[src/rtl/fifo_arb_pkg.sv]
// Shared types and helpers for the FIFO write-port arbiter and related arbiters.
//   arb_state_e : arbiter FSM states (IDLE, BURST)
//   grant_w()   : width of a grant index, max(1, clog2(n))
package fifo_arb_pkg;

  typedef enum logic [0:0] {
    IDLE  = 1'b0,
    BURST = 1'b1
  } arb_state_e;

  // Index width for n requesters; never narrower than one bit.
  function automatic int unsigned grant_w(input int unsigned n);
    int unsigned w;
    w = 0;
    while ((32'd1 << w) < n) w = w + 1;
    return (w < 1) ? 1 : w;
  endfunction

endpackage

[src/rtl/rr_pick.sv]
// Combinational round-robin picker.
//   req_i    : request vector
//   ptr_i    : highest-priority index (must be < N)
//   found_o  : at least one request is set
//   winner_o : first set request scanning ptr_i, ptr_i+1, ... modulo N
module rr_pick #(
  parameter int unsigned N     = 4,
  parameter int unsigned IDX_W = 2
) (
  input  logic [N-1:0]     req_i,
  input  logic [IDX_W-1:0] ptr_i,
  output logic             found_o,
  output logic [IDX_W-1:0] winner_o
);

  int unsigned idx;

  // Scan from lowest priority to highest so the highest-priority hit is written last.
  always_comb begin
    found_o  = 1'b0;
    winner_o = '0;
    idx      = 0;
    for (int unsigned k = 0; k < N; k++) begin
      idx = 32'(ptr_i) + (N - 1 - k);
      if (idx >= N) idx = idx - N;
      if (req_i[IDX_W'(idx)]) begin
        found_o  = 1'b1;
        winner_o = IDX_W'(idx);
      end
    end
  end

endmodule

[src/rtl/fifo_wr_arbiter.sv]
// Round-robin arbiter with burst lock sharing the async_fifo write port.
//   clk, rst    : write-domain clock, synchronous active-high reset
//   req_valid   : per-requester beat valid
//   req_data    : packed beats, requester i at [i*DATA_WIDTH +: DATA_WIDTH]
//   req_last    : per-requester final-beat marker
//   req_ready   : per-requester ready (one-hot or zero)
//   fifo_wr_en  : FIFO write enable (same-cycle pass-through of the transfer)
//   fifo_din    : FIFO write data
//   fifo_full   : FIFO full, stalls the current owner
//   grant_id    : current owner
//   busy        : high while a burst is granted
module fifo_wr_arbiter
  import fifo_arb_pkg::*;
#(
  parameter  int unsigned NUM_REQ    = 4,
  parameter  int unsigned DATA_WIDTH = 32,
  parameter  int unsigned MAX_BURST  = 8,
  localparam int unsigned GRANT_W    = grant_w(NUM_REQ)
) (
  input  logic                            clk,
  input  logic                            rst,
  input  logic [NUM_REQ-1:0]              req_valid,
  input  logic [NUM_REQ*DATA_WIDTH-1:0]   req_data,
  input  logic [NUM_REQ-1:0]              req_last,
  output logic [NUM_REQ-1:0]              req_ready,
  output logic                            fifo_wr_en,
  output logic [DATA_WIDTH-1:0]           fifo_din,
  input  logic                            fifo_full,
  output logic [GRANT_W-1:0]              grant_id,
  output logic                            busy
);

  localparam int unsigned CNT_W = $clog2(MAX_BURST) + 1;

  arb_state_e         state_q, state_d;
  logic [GRANT_W-1:0] rr_ptr_q, rr_ptr_d;
  logic [GRANT_W-1:0] grant_id_q, grant_id_d;
  logic [CNT_W-1:0]   beat_cnt_q, beat_cnt_d;
  logic               busy_q;

  logic               pick_found;
  logic [GRANT_W-1:0] pick_winner;
  logic               xfer;
  logic [DATA_WIDTH-1:0] data_arr [NUM_REQ];

  // Unpack the beat bus so the owner's slice is a plain array index.
  for (genvar g = 0; g < NUM_REQ; g++) begin : g_unpack
    assign data_arr[g] = req_data[g*DATA_WIDTH +: DATA_WIDTH];
  end

  rr_pick #(
    .N     (NUM_REQ),
    .IDX_W (GRANT_W)
  ) u_pick (
    .req_i    (req_valid),
    .ptr_i    (rr_ptr_q),
    .found_o  (pick_found),
    .winner_o (pick_winner)
  );

  // Next state and owner handshake; rst gates ready so nothing is written on a reset cycle.
  always_comb begin
    state_d    = state_q;
    rr_ptr_d   = rr_ptr_q;
    grant_id_d = grant_id_q;
    beat_cnt_d = beat_cnt_q;
    req_ready  = '0;
    fifo_wr_en = 1'b0;
    fifo_din   = '0;
    xfer       = 1'b0;
    case (state_q)
      IDLE: begin
        if (pick_found) begin
          state_d    = BURST;
          grant_id_d = pick_winner;
          beat_cnt_d = '0;
        end
      end
      BURST: begin
        fifo_din              = data_arr[grant_id_q];
        req_ready[grant_id_q] = !fifo_full && !rst;
        xfer                  = req_valid[grant_id_q] && !fifo_full && !rst;
        fifo_wr_en            = xfer;
        if (xfer) begin
          if (req_last[grant_id_q] || (beat_cnt_q == CNT_W'(MAX_BURST - 1))) begin
            state_d    = IDLE;
            rr_ptr_d   = (grant_id_q == GRANT_W'(NUM_REQ - 1)) ? '0
                                                               : grant_id_q + GRANT_W'(1);
            beat_cnt_d = '0;
          end else begin
            beat_cnt_d = beat_cnt_q + CNT_W'(1);
          end
        end
      end
      default: state_d = IDLE;
    endcase
  end

  // State registers.
  always_ff @(posedge clk) begin
    if (rst) begin
      state_q    <= IDLE;
      rr_ptr_q   <= '0;
      grant_id_q <= '0;
      beat_cnt_q <= '0;
      busy_q     <= 1'b0;
    end else begin
      state_q    <= state_d;
      rr_ptr_q   <= rr_ptr_d;
      grant_id_q <= grant_id_d;
      beat_cnt_q <= beat_cnt_d;
      busy_q     <= (state_d == BURST);
    end
  end

  assign grant_id = grant_id_q;
  assign busy     = busy_q;

endmodule
[config.mk]
export PLATFORM = sky130hd
export DESIGN_NAME = fifo_wr_arbiter
export DESIGN_NICKNAME = d
export VERILOG_FILES = /design/src/rtl/fifo_arb_pkg.sv /design/src/rtl/rr_pick.sv /design/src/rtl/fifo_wr_arbiter.sv
export SDC_FILE = /design/constraint.sdc
export NUM_CORES = 1
export LEC_CHECK = 0
export BUFFER_PORTS_ARGS = -buffer_cell sky130_fd_sc_hd__buf_2
export CAP_MARGIN = 20
export CORE_UTILIZATION = 35
export CTS_CLUSTER_SIZE = 10
export DETAILED_ROUTE_END_ITERATION = 12
export PLACE_DENSITY = 0.79
export SLEW_MARGIN = 30
export SYNTH_ARGS = -nofsm -noshare
export SYNTH_HDL_FRONTEND = slang
export SYNTH_HIERARCHICAL = 1
export SYNTH_SLANG_ARGS = --single-unit
[constraint.sdc]
create_clock -name clk -period 1.9 [get_ports clk]
set_input_delay 0.095 -clock clk [delete_from_list [all_inputs] [get_ports clk]]
set_output_delay 0.095 -clock clk [all_outputs]
set_load 0.03 [all_outputs]
* Word-level counts from Yosys, hierarchy flattened
Index checks and enable logic that the tools add are counted.
** Storage, ports and cells
- Register bits after elaboration :: 9
** Operators by class
- $add $sub $neg :: 9
- Order comparisons :: 11
- Eq/ne operators :: 4
- Muxes and demuxes :: 41
- Bitwise operators :: 3
- Reductions and logical operators :: 10
** Operators by type and width (number)
- $mux W32 :: 3
- $bmux W32 S2 :: 1
- $mux W2 :: 9
- $mux W4 :: 4
- $lt A2 B3 Y1 const B :: 5
- $mux W1 :: 15
- $bmux W1 S2 :: 6
- $ge A3 B3 Y1 const B :: 4
- $pmux W4 S2 :: 1
- $sub A2 B1 Y2 const B :: 4
- $add A2 B2 Y3 const B :: 2
- $add A4 B1 Y4 const B :: 1
- $and A4 B4 Y4 :: 1
- $eq A4 B3 Y1 const B :: 1
- $logic_and A1 B1 Y1 :: 4
- $reduce_and A2 Y1 :: 2
- $add A2 B1 Y3 const B :: 1
- $ge A2 B3 Y1 const B :: 1
- $not A2 Y3 :: 1
- $reduce_and A3 Y1 :: 1
- $add A2 B1 Y2 const B :: 1
- $demux W1 S2 :: 1
- $eq A2 B2 Y1 const B :: 1
- $ge A2 B1 Y1 const B :: 1
- 6 further kinds :: 7

* Depth between registers and ports, before layout
- Word-level depth :: 11
- Gate-level depth with buffers :: 6

* Hierarchy
Netlist, hierarchy kept.
** Modules (own cells, without submodules)
- fifo_wr_arbiter :: instances 1, cells an instance 138, area an instance 1545.2 um^2, seq. area each 180.2 um^2
- rr_pick :: instances 1, cells an instance 13, area an instance 77.6 um^2, seq. area each 0.0 um^2

* Least setup slack after synthesis
OpenSTA, ideal clock, no wires.
- Kind :: register to register
- From :: register grant_id_q[0] (netlist: grant_id[0])
- To :: register beat_cnt_q[0]
- Library setup time :: 0.067 ns
- Arrival time :: 1.893 ns
- Required time :: 1.833 ns
- Setup slack :: -0.060 ns
- Cell stages (with the launch flop) :: 6
- Period minus slack after synthesis :: 1.960 ns
- Path through :: dfxtp_1 -> buf_6 -> mux4_2 -> o21bai_4 -> or3_1 -> a21oi_2
** Between the ends
- Cells in the longest elaborated chain, start to end :: 6
** RTL lines
- start: declaration :: line fifo_wr_arbiter.sv:37 : logic [GRANT_W-1:0] grant_id_q, grant_id_d;
- start signal: assignment :: line fifo_wr_arbiter.sv:110 : grant_id_q <= grant_id_d;
- $bmux W1 S2 (on tied branches) :: line fifo_wr_arbiter.sv:85, fifo_wr_arbiter.sv:82
- $mux W1 (on tied branches) :: line fifo_wr_arbiter.sv:85, fifo_wr_arbiter.sv:82
- $logic_or A1 B1 Y1 or $logic_and A1 B1 Y1 (tied branches) :: line fifo_wr_arbiter.sv:85, fifo_wr_arbiter.sv:82
- $mux W4 or $logic_and A1 B1 Y1 (tied branches) :: line fifo_wr_arbiter.sv:85, fifo_wr_arbiter.sv:82
- $mux W4 or $ne A2 B1 Y1 (tied branches)
- $pmux W4 S2 or $reduce_and A2 Y1 (tied branches)
- end signal: assignment :: line fifo_wr_arbiter.sv:111 : beat_cnt_q <= beat_cnt_d;
- end: declaration :: line fifo_wr_arbiter.sv:38 : logic [CNT_W-1:0] beat_cnt_q, beat_cnt_d;
Parallel ways exist; a longest one is shown, timed or not. The select of a mux whose other input is x is not followed.
A chain may end at the register's enable or synchronous reset.

* Final worst setup path
- From :: register grant_id_q[0] (netlist: grant_id[0])
- To :: output port fifo_din[1]
** Between the ends
- Cells in the longest elaborated chain, start to end :: 5
** RTL lines
- $not A2 Y3 (not written as such) :: line fifo_wr_arbiter.sv:80 : fifo_din = data_arr[grant_id_q];
- $bmux W32 S2 :: line fifo_wr_arbiter.sv:80
- $mux W32 (not written as such) (2 in series) :: line fifo_wr_arbiter.sv:80
- $mux W32 :: line fifo_wr_arbiter.sv:71 : case (state_q)
- end: declaration :: line fifo_wr_arbiter.sv:27 : output logic [DATA_WIDTH-1:0] fifo_din,
No other way between the ends. The select of a mux whose other input is x is not followed.

==> out/qor.yml <==
status: "completed"
gr-usage-all-layers_pct: 22.9
synthCells: 151
hold_violations: 0
end_kind: "primary output"
slew_headroom_pct: 75.4
cap_viol_max_count: 0
h-tree-depth: 1
yosys.area.top_type: "mux4_2"
synth-edff-count: 0
antenna_found_initial: 0
total_power_mw: 1.01
netlist_area_um2: 1620
ant_nets: 0
nets: 471
layout_commonest_cell: "buf_2"
crit_cells: 4
setup_viol: 0
worstSetupStartpointType: "flop"
fmax_mhz: 551
rsz0062_at_grt: "true"
required_ns: 1.80
syn_nets: 295
wl_per_cell_um: 15.2
cts_buffers: 3
cp_num_buf_inv: 2
clk_latency_ns: 0.24
holdPathStages: 2
gp_congestion: 0.811
portBuffers: 178
drc: 0
synthFlopType: "dfxtp_1"
vias: 1954
viasPerCell: 5.16
utilization_pct: 59.6
crit_chain: "buf_16, mux4_2, and2_1, buf_2"
layoutNonFillerInstCount: 379
slowest_delay_ns: 0.52
grt_pass1_wl_um: 8890
worstSetupPathType: "flop to primary output"
clkSinkCount: 9
cts_setup_buffers: 0
async_reset_ff_share_pct: 0
drt_iter0_drc: 49
critical_path_peak_fanout: 25
initial_core_util_pct: 36.8
leakagePower_nw: 1.29
p_per_area_nw_per_um2: 384
ys_warn_count: 6
period_minus_slack_ns: 1.82
setup_slack_ns: 0.0838
post-place-cells: 374
cts.clk_slew.worst_paths_ns: 0.05
cts_tree: "done"
skew_ns: 0.00123
fin_crit_sh_pct: 95.6
rows: 24
critPathTopFamily: "multiplexers"
die_x_um: 70.1
hpwlAfterDp_um: 4960
grt_max_degree: 26
arrival_ns: 1.72
fillers: 403
yosys-top-cells-area: "mux4_2 46%, and2_1 12%, dfxtp_1 11%"
syn_area_per_cell_um2: 10.7
die_h_um: 70.1
pin_count: 179
r2r_cells: 4
area_growth_pct: 62.1
ys_seq_area_share_pct: 11.1
cts_buffer_depth: 2
post-place-ws_ns: 0.228
dr.pass1.iters: 4
drv_slew: 0
dieArea_um2: 4910
postCtsHoldBufs: 0
overflow: 0
ys_seq_elements: 9
worst_slew_pin_slew_ns: 0.368
first_global_vias: 1805
clockRootBuffer: "clkbuf_8"
totalWireLength_um: 5770
hp-class: "primary input to flop"
coreArea_um2: 4410
crit_path_top_delay_cell: "mux4_2"
ir_drop_mv: 0.192
yosysUniqueCellTypes: 28
drive_gt1_share_pct: 69.9
synth_top_cell_area_share_pct: 45.8
final_cell_mix: "178 x buf_2, 34 x mux4_2, 32 x and2_1"
==> stage by stage <==
stage               hold slack (ns)  setup TNS, ns  instance area [um^2]
floorplan                     0.273              0                  1620
global placement              0.397              0                  2580
detailed placement            0.397              0                  2580
CTS                           0.145              0                  2620
global route                  0.166       -0.00630                  2630
finish                        0.153              0                  2630
==> area by class of cell <==
cell class | instances | area, um^2 | share of cell area, %
flip-flops and latches | 9 | 185 | 7.04
multi-input cells | 126 | 1370 | 51.9
diodes | 1 | 2.50 | 0.0951
inverters | 3 | 11.3 | 0.428
repair buffers | 184 | 956 | 36.3
clock buffers | 4 | 45.0 | 1.71
well taps | 52 | 65.1 | 2.47
==> path summary, 6_finish.rpt <==
| path | startpoint | end | slack [ns] |
|---|---|---|---|
| worst max-delay path | grant_id[0] | fifo_din[1] | 0.08 |
| worst min-delay path | rst | beat_cnt_q[0] | 0.15 |
| worst max register to register | grant_id[0] | beat_cnt_q[0] | 0.26 |
| worst min register to register | beat_cnt_q[2] | beat_cnt_q[2] | 0.52 |
==> worst register-to-register path, delay by kind of cell, from the launching register on <==
family,cells,cell delay (ns)
and+or+nand+nor,1,0.32
muxes,1,0.56
DFF,1,0.39
AOI/OAI and AO/OA,2,0.32
==> kinds of logic (layout without fill, tap and decap cells) <==
| family | Yosys count | after routing | share of synthesized area [%] |
|---|---|---|---|
| buffers and inverters | 16 | 191 | 4.47 |
| and+or+nand+nor | 68 | 68 | 24.5 |
| AOI/OAI and AO/OA | 17 | 17 | 7.40 |
| adders and majority gates | 5 | 5 | 3.86 |
| DFF | 9 | 9 | 11.1 |
| muxes | 36 | 36 | 48.7 |
| other | 0 | 1 | 0 |
==> layer usage <==
metal	wire length (um)	part of all wire [%]	vias up	GRT usage (%)
met5	0	0	-	0
met4	55	0.95	0	6.00
met3	467	8.1	5	5.48
met2	2970	51	110	40.6
met1	2280	40	902	27.8
li1	-	-	937	-
==> cells in the mapped netlist (2+ instances only) <==
master and count:
a211oi_1 2, a21oi_1 8, and2_1 32, and3_1 4
buf_1 2, buf_2 4, clkbuf_1 6, dfxtp_1 9
ha_1 5, inv_1 3, mux2i_1 2, mux4_2 33
nand2_1 7, nand2b_1 3, nand3_1 7, nor2_1 7
nor3b_1 3, o21ai_0 3, or3_1 2
==> where the power goes <==
part	internal, mW	switching [mW]	leakage, nW	total (mW)
registers	0.194	0.00696	0.0743	0.201
logic	0.299	0.283	1.20	0.582
clock network	0.147	0.0804	0.0228	0.227
==> flip-flops by register name, indices dropped and copies added, names as in the netlist <==
name and count:
grant_id 2, rr_ptr_q 2, beat_cnt_q 4, busy 1
==> repair_timing <==
item	CTS	global route
setup endpoints to repair	1	1
gates resized for setup	2	1
pin swaps	0	0
(Power assumes the default switching activity.)
